## config.mk

```make
export PLATFORM = sky130hd
export DESIGN_NAME = filter_out_decimator
export DESIGN_NICKNAME = d
export VERILOG_FILES = /design/src/rtl/filter_out_decimator.sv
export SDC_FILE = /design/constraint.sdc
export NUM_CORES = 1
export LEC_CHECK = 0
export CORE_MARGIN = 2
export CORE_UTILIZATION = 30
export DETAILED_ROUTE_END_ITERATION = 10
export DONT_BUFFER_PORTS = 1
export GPL_ROUTABILITY_DRIVEN = 0
export HOLD_SLACK_MARGIN = 0.06
export PLACE_DENSITY_LB_ADDON = 0.12
export SLEW_MARGIN = 15
export SYNTH_ARGS = -nofsm -noshare
export SYNTH_HDL_FRONTEND = slang
export SYNTH_SLANG_ARGS = --single-unit
```

## constraint.sdc

```tcl
create_clock -name Clk_i -period 4.96 [get_ports Clk_i]
set_clock_uncertainty 0.2 [all_clocks]
set_input_delay 0.496 -clock Clk_i [delete_from_list [all_inputs] [get_ports Clk_i]]
set_output_delay 0.496 -clock Clk_i [all_outputs]
set_load 0.1 [all_outputs]
```

## src/rtl/filter_out_decimator.sv

```systemverilog
// filter_out_decimator
//   Downstream stage of transposedFilter. Keeps one of every DECIM input samples,
//   buffers kept samples in a FIFO and presents them on a valid/ready output.
//   The filter cannot be stalled, so samples arriving while the FIFO is full are
//   dropped and flagged on a sticky overflow bit.
//   Optional feature macro: DECIM_GAIN_EN (left-shift kept samples by GAIN_SHIFT
//   with signed saturation before they enter the FIFO).
// Ports
//   Clk_i        clock, rising edge
//   Rst_i        asynchronous active-high reset
//   Data_i       input sample (signed, DATA_W bits)
//   DataNd_i     new-data strobe for Data_i
//   DataReady_i  downstream ready
//   Data_o       decimated sample
//   DataValid_o  Data_o holds a sample
//   FifoLevel_o  FIFO occupancy, 0..FIFO_DEPTH (output register not counted)
//   Overflow_o   sticky: a kept sample was dropped
//   OvfClr_i     synchronous clear of Overflow_o
module filter_out_decimator #(
  parameter int unsigned DATA_W      = 18,
  parameter int unsigned DECIM       = 4,
  parameter int unsigned DECIM_PHASE = 0,
  parameter int unsigned FIFO_DEPTH  = 8,
  parameter int unsigned GAIN_SHIFT  = 0
) (
  input  logic                          Clk_i,
  input  logic                          Rst_i,
  input  logic [DATA_W-1:0]             Data_i,
  input  logic                          DataNd_i,
  input  logic                          DataReady_i,
  input  logic                          OvfClr_i,
  output logic [DATA_W-1:0]             Data_o,
  output logic                          DataValid_o,
  output logic [$clog2(FIFO_DEPTH):0]   FifoLevel_o,
  output logic                          Overflow_o
);

  localparam int unsigned PTR_W = $clog2(FIFO_DEPTH);
  localparam int unsigned LVL_W = PTR_W + 1;
  localparam int unsigned PH_W  = (DECIM > 1) ? $clog2(DECIM) : 1;

`ifdef DECIM_GAIN_EN
  localparam bit GAIN_EN = 1'b1;
`else
  localparam bit GAIN_EN = 1'b0;
`endif

  // With the gain disabled the shift collapses to zero and the path is a wire.
  localparam int unsigned SHIFT  = GAIN_EN ? GAIN_SHIFT : 0;
  localparam int unsigned WIDE_W = DATA_W + SHIFT;

  logic [PH_W-1:0]          phase;
  logic                     keep_c;
  logic signed [WIDE_W-1:0] wide_c;
  logic [SHIFT:0]           upper_c;
  logic [DATA_W-1:0]        gained_c;

  logic [DATA_W-1:0]        mem [FIFO_DEPTH];
  logic [PTR_W-1:0]         wr_ptr;
  logic [PTR_W-1:0]         rd_ptr;
  logic [LVL_W-1:0]         count;
  logic                     full_c;
  logic                     empty_c;
  logic                     pop_c;
  logic                     wr_c;
  logic                     drop_c;

  // Phase counter: advances only on strobed samples.
  always_ff @(posedge Clk_i or posedge Rst_i) begin
    if (Rst_i) begin
      phase <= '0;
    end else if (DataNd_i) begin
      phase <= (phase == PH_W'(DECIM - 1)) ? '0 : phase + PH_W'(1);
    end
  end

  assign keep_c = DataNd_i && (phase == PH_W'(DECIM_PHASE));

  // Gain with saturation: the bits above the DATA_W-1 sign position must all
  // match, otherwise clamp to the extreme of the input's sign.
  always_comb begin
    wide_c   = WIDE_W'($signed(Data_i)) <<< SHIFT;
    upper_c  = wide_c[WIDE_W-1:DATA_W-1];
    gained_c = wide_c[DATA_W-1:0];
    if (!((&upper_c) || !(|upper_c))) begin
      gained_c = wide_c[WIDE_W-1] ? {1'b1, {(DATA_W-1){1'b0}}}
                                  : {1'b0, {(DATA_W-1){1'b1}}};
    end
  end

  // FIFO control: pop refills an empty or departing output register; a write
  // into a full FIFO only succeeds when a pop frees a slot on the same edge.
  assign full_c  = (count == LVL_W'(FIFO_DEPTH));
  assign empty_c = (count == '0);
  assign pop_c   = !empty_c && (!DataValid_o || DataReady_i);
  assign wr_c    = keep_c && (!full_c || pop_c);
  assign drop_c  = keep_c && full_c && !pop_c;

  // Storage array, no reset needed.
  always_ff @(posedge Clk_i) begin
    if (wr_c) begin
      mem[wr_ptr] <= gained_c;
    end
  end

  // Pointers and occupancy count.
  always_ff @(posedge Clk_i or posedge Rst_i) begin
    if (Rst_i) begin
      wr_ptr <= '0;
      rd_ptr <= '0;
      count  <= '0;
    end else begin
      if (wr_c)  wr_ptr <= wr_ptr + PTR_W'(1);
      if (pop_c) rd_ptr <= rd_ptr + PTR_W'(1);
      case ({wr_c, pop_c})
        2'b10:   count <= count + LVL_W'(1);
        2'b01:   count <= count - LVL_W'(1);
        default: count <= count;
      endcase
    end
  end

  // Output register; Data_o keeps its last value once drained.
  always_ff @(posedge Clk_i or posedge Rst_i) begin
    if (Rst_i) begin
      Data_o      <= '0;
      DataValid_o <= 1'b0;
    end else if (pop_c) begin
      Data_o      <= mem[rd_ptr];
      DataValid_o <= 1'b1;
    end else if (DataValid_o && DataReady_i) begin
      DataValid_o <= 1'b0;
    end
  end

  // Sticky overflow; a drop on the clearing edge takes priority.
  always_ff @(posedge Clk_i or posedge Rst_i) begin
    if (Rst_i) begin
      Overflow_o <= 1'b0;
    end else if (drop_c) begin
      Overflow_o <= 1'b1;
    end else if (OvfClr_i) begin
      Overflow_o <= 1'b0;
    end
  end

  assign FifoLevel_o = count;

endmodule

```

==> PnR_summary.wiki <==
{| class="wikitable"
! Metric !! Value
|-
| Result of the run || complete, no violations
|-
| Fraction of layout instances using a drive strength above 1 || around 22%
|-
| Total negative slack || 0 ps
|-
| Maxcap violations || 0
|-
| Final setup violating endpoints || 0
|-
| Number of max-slew violations in the final report || 0
|-
| Pwr dens || 640 nW/um^2
|-
| Cell depth of the worst flop-to-flop path || 5
|-
| Die Height || between 150 and 200 um
|-
| Most used flip-flop cell after synthesis || edfxtp_1
|-
| Clock latency reported for the late side of the worst-skew pair || ~420 ps
|-
| Actual slew at the worst max-slew pin || roughly 1200 ps
|-
| Aggregate global-route resource usage || around an eighth
|-
| Final-report hold violation count || 0
|-
| DR vias || around 3,200
|-
| Die area || 24,100 sq um
|-
| Net count after synthesis || about 380
|-
| Crit. End Element || flop
|-
| Distinct cells, synth || 39
|-
| Share of the cycle needed by the critical path after routing || about two thirds
|-
| Wire length of the first global-routing pass || 21,800 um
|-
| DP Wirelength || just under 8000 um
|-
| Port-buffer cells || 0
|-
| Area growth from synthesis to final layout || 17.4%
|-
| Number of nets in the layout || 412
|-
| Most common cell after layout, fill and taps aside || edfxtp_1
|-
| Hold depth || 2
|-
| Num Clock Sinks || about 180
|-
| Capturing instance or port of the critical path || mem[2][6]
|-
| Number of buffers created by CTS || 17
|-
| Post-synth design cell area || between 6000 and 7000 sq um
|-
| Syn Area/Cell || about 20 sq um
|-
| Number of synthesized flops with an enable pin || between 100 and 150
|-
| CP Max Fanout || 10
|-
| Class of the worst hold path || in2reg
|-
| Row count || 55
|-
| Number of synthesis warnings || 0
|-
| Post-CTS Setup Bufs || 0
|-
| Data arrival, critical path || around 3200 ps
|-
| Remaining Overflow, GRT || 0
|-
| CTS tree || done
|-
| Total wire length after detailed routing || 13,900 um
|-
| Terminus of the critical flop-to-flop path || mem[2][6]
|-
| Clock transition at the register clock pins on the worst setup and hold paths after CTS || 60 ps
|-
| RSZ-0062 raised after global routing || false
|-
| Portion of the post-synthesis area used by sequential elements || roughly three quarters
|-
| Via-to-Cell Ratio || about 4.7
|-
| Minimum clock period after layout || 3300 ps
|-
| Combinational power share || between 20% and 30%
|-
| H-Tree Level Count || 4
|-
| Category of the worst setup path launch point || flop
|-
| Area inside the core boundary || ~23,000 sq um
|-
| Router iterations before antenna repair || 4
|-
| First element of the critical path || FifoLevel_o[0]
|-
| Average wire per cell in the routed design || approximately 20 um
|-
| Rel. slew slack || between 20 and 25%
|-
| DRC violation count after routing || 0
|-
| R2R Setup Slk || 1660 ps
|-
| Crit Path Class || reg2reg
|-
| Async set or reset register ratio after synthesis || approximately 18%
|-
| Internal power summed over all cells || 3.18 mW
|-
| Largest net degree at the start of global routing || 40
|-
| Chip Width || 155 um
|-
| Peak VDD IR || 235 uV
|-
| Final-layout worst hold slack || about 110 ps
|-
| Violation count after the first detailed-route iteration || ~230
|-
| Sw Pwr || between 1.5 and 2 mW
|-
| Origin of the critical flop-to-flop path || FifoLevel_o[0]
|-
| Switching part of the total || 38.1%
|-
| Proportion of power drawn by flip-flops and latches || a little over half
|-
| Initial antenna violation count || 0
|-
| Reported leakage power || between 2 and 3 nW
|-
| Synthesis-stage register bit count || approximately 180
|-
| Maximum clock path buffer count || 2
|-
| Clk network pwr share || approximately 27%
|-
| Count of antenna-violating nets left after detailed routing || 0
|-
| Post-Synthesis Cells || 348
|-
| Top achievable clock speed || about 0.3 GHz
|-
| Clock tree root driver cell || clkbuf_16
|-
| Ports || 47
|-
| Required time worst endpoint || roughly 4900 ps
|-
| Number of antenna diodes || 0
|-
| Via count of the first global-routing pass || 3,530
|-
| Effective utilization at floorplan || between 30% and 40%
|-
| Highest-count cells in the layout ignoring fill and taps || edfxtp_1, mux4_2, dfrtp_1
|}
## power groups by stage
stage | sequential (mW) | clock [mW] | combinational (mW)
final | 2.70 | 1.40 | 1.04
after global placement | 2.74 | 0 | 1.04
after CTS | 2.72 | 1.44 | 1.08
after detailed placement | 2.75 | 0 | 1.05
after floorplan | 2.60 | 0 | 0.933
after global routing | 2.75 | 1.50 | 1.17
## cell type report
type	instances	area, sq um
multi-input cells	151	1620
repair buffers	33	300
clock inverters	12	184
well taps	285	357
inverters	5	18.8
clock buffers	20	437
flip-flops and latches	176	5130
fillers	2101	14500
## flip-flops by register name, indices dropped and copies added (netlist names)
register and flops:
mem 144, Data_o 18, FifoLevel_o 4, rd_ptr 3
wr_ptr 3, phase 2, DataValid_o 1, Overflow_o 1
## synthesized netlist by cell type (all sizes together), types with 3 or more instances
library cell	count	area share [%]
mux4	36	12
mux2i	19	2.8
dfrtp	32	12
nor2	26	1.5
buf	14	1.7
ha	5	0.91
nand2b	3	0.27
xnor2	4	0.51
o21ai	4	0.29
inv	5	0.27
a21oi	20	1.5
nor3	7	0.58
edfxtp	144	63
nand2	10	0.55
xor2	3	0.38
## metal layers
metal / routed length [um] / vias to the layer above / GRT usage [%]
li1: - / 1450 / -
met1: 6380 / 1681 / 16.4
met2: 6830 / 48 / 20.2
met3: 477 / 10 / 3.23
met4: 191 / 0 / 4.63
met5: 0 / - / 0
## cells by family (layout without fill, tap and decap cells)
family / count (synthesis) / after routing / synth area share [%]
adders and majority gates: 5 / 5 / 0.913
and+or+nand+nor: 53 / 53 / 3.73
muxes: 57 / 57 / 15.1
DFF: 176 / 176 / 74.8
AOI/OAI and AO/OA: 29 / 29 / 2.41
buffers and inverters: 21 / 70 / 2.12
xor gates and xnor gates: 7 / 7 / 0.895
## worst min-delay path by stage
stage	start	endpoint	slack, ps
final	DataNd_i	Overflow_o	110
after detailed placement	Rst_i	Data_o[6]	350
after global routing	DataNd_i	Overflow_o	110
after global placement	Rst_i	Data_o[6]	350
after CTS	DataNd_i	Overflow_o	100
after floorplan	phase[1]	phase[1]	320
## repair_timing
item | CTS | global route
hold buffers | 21 | 0
resized for setup | 0 | 0
endpoints found under the hold margin | 179 | 0
setup endpoints to repair | 0 | 0
## worst max-delay path, cell delays in order (launching register included)
cell and delay (ps):
dfrtp_1 1100, nor3_2 180, nand3_1 170, nand2_1 190, nor3_2 810, buf_4 350
## stage by stage
stage / utilization, % / setup slack [ps] / total power, mW / instances / area, sq um
floorplan: - / 1080 / 3.53 / 348 / 6850
global placement: 32.0 / 1590 / 3.78 / 629 / 7210
detailed placement: 32.0 / 1620 / 3.79 / 629 / 7210
CTS: 35.7 / 1580 / 5.24 / 682 / 8040
global route: 35.7 / 1430 / 5.42 / 682 / 8040
finish: 35.7 / 1660 / 5.14 / 682 / 8040
No activity file was read; power rests on OpenSTA's default activity.
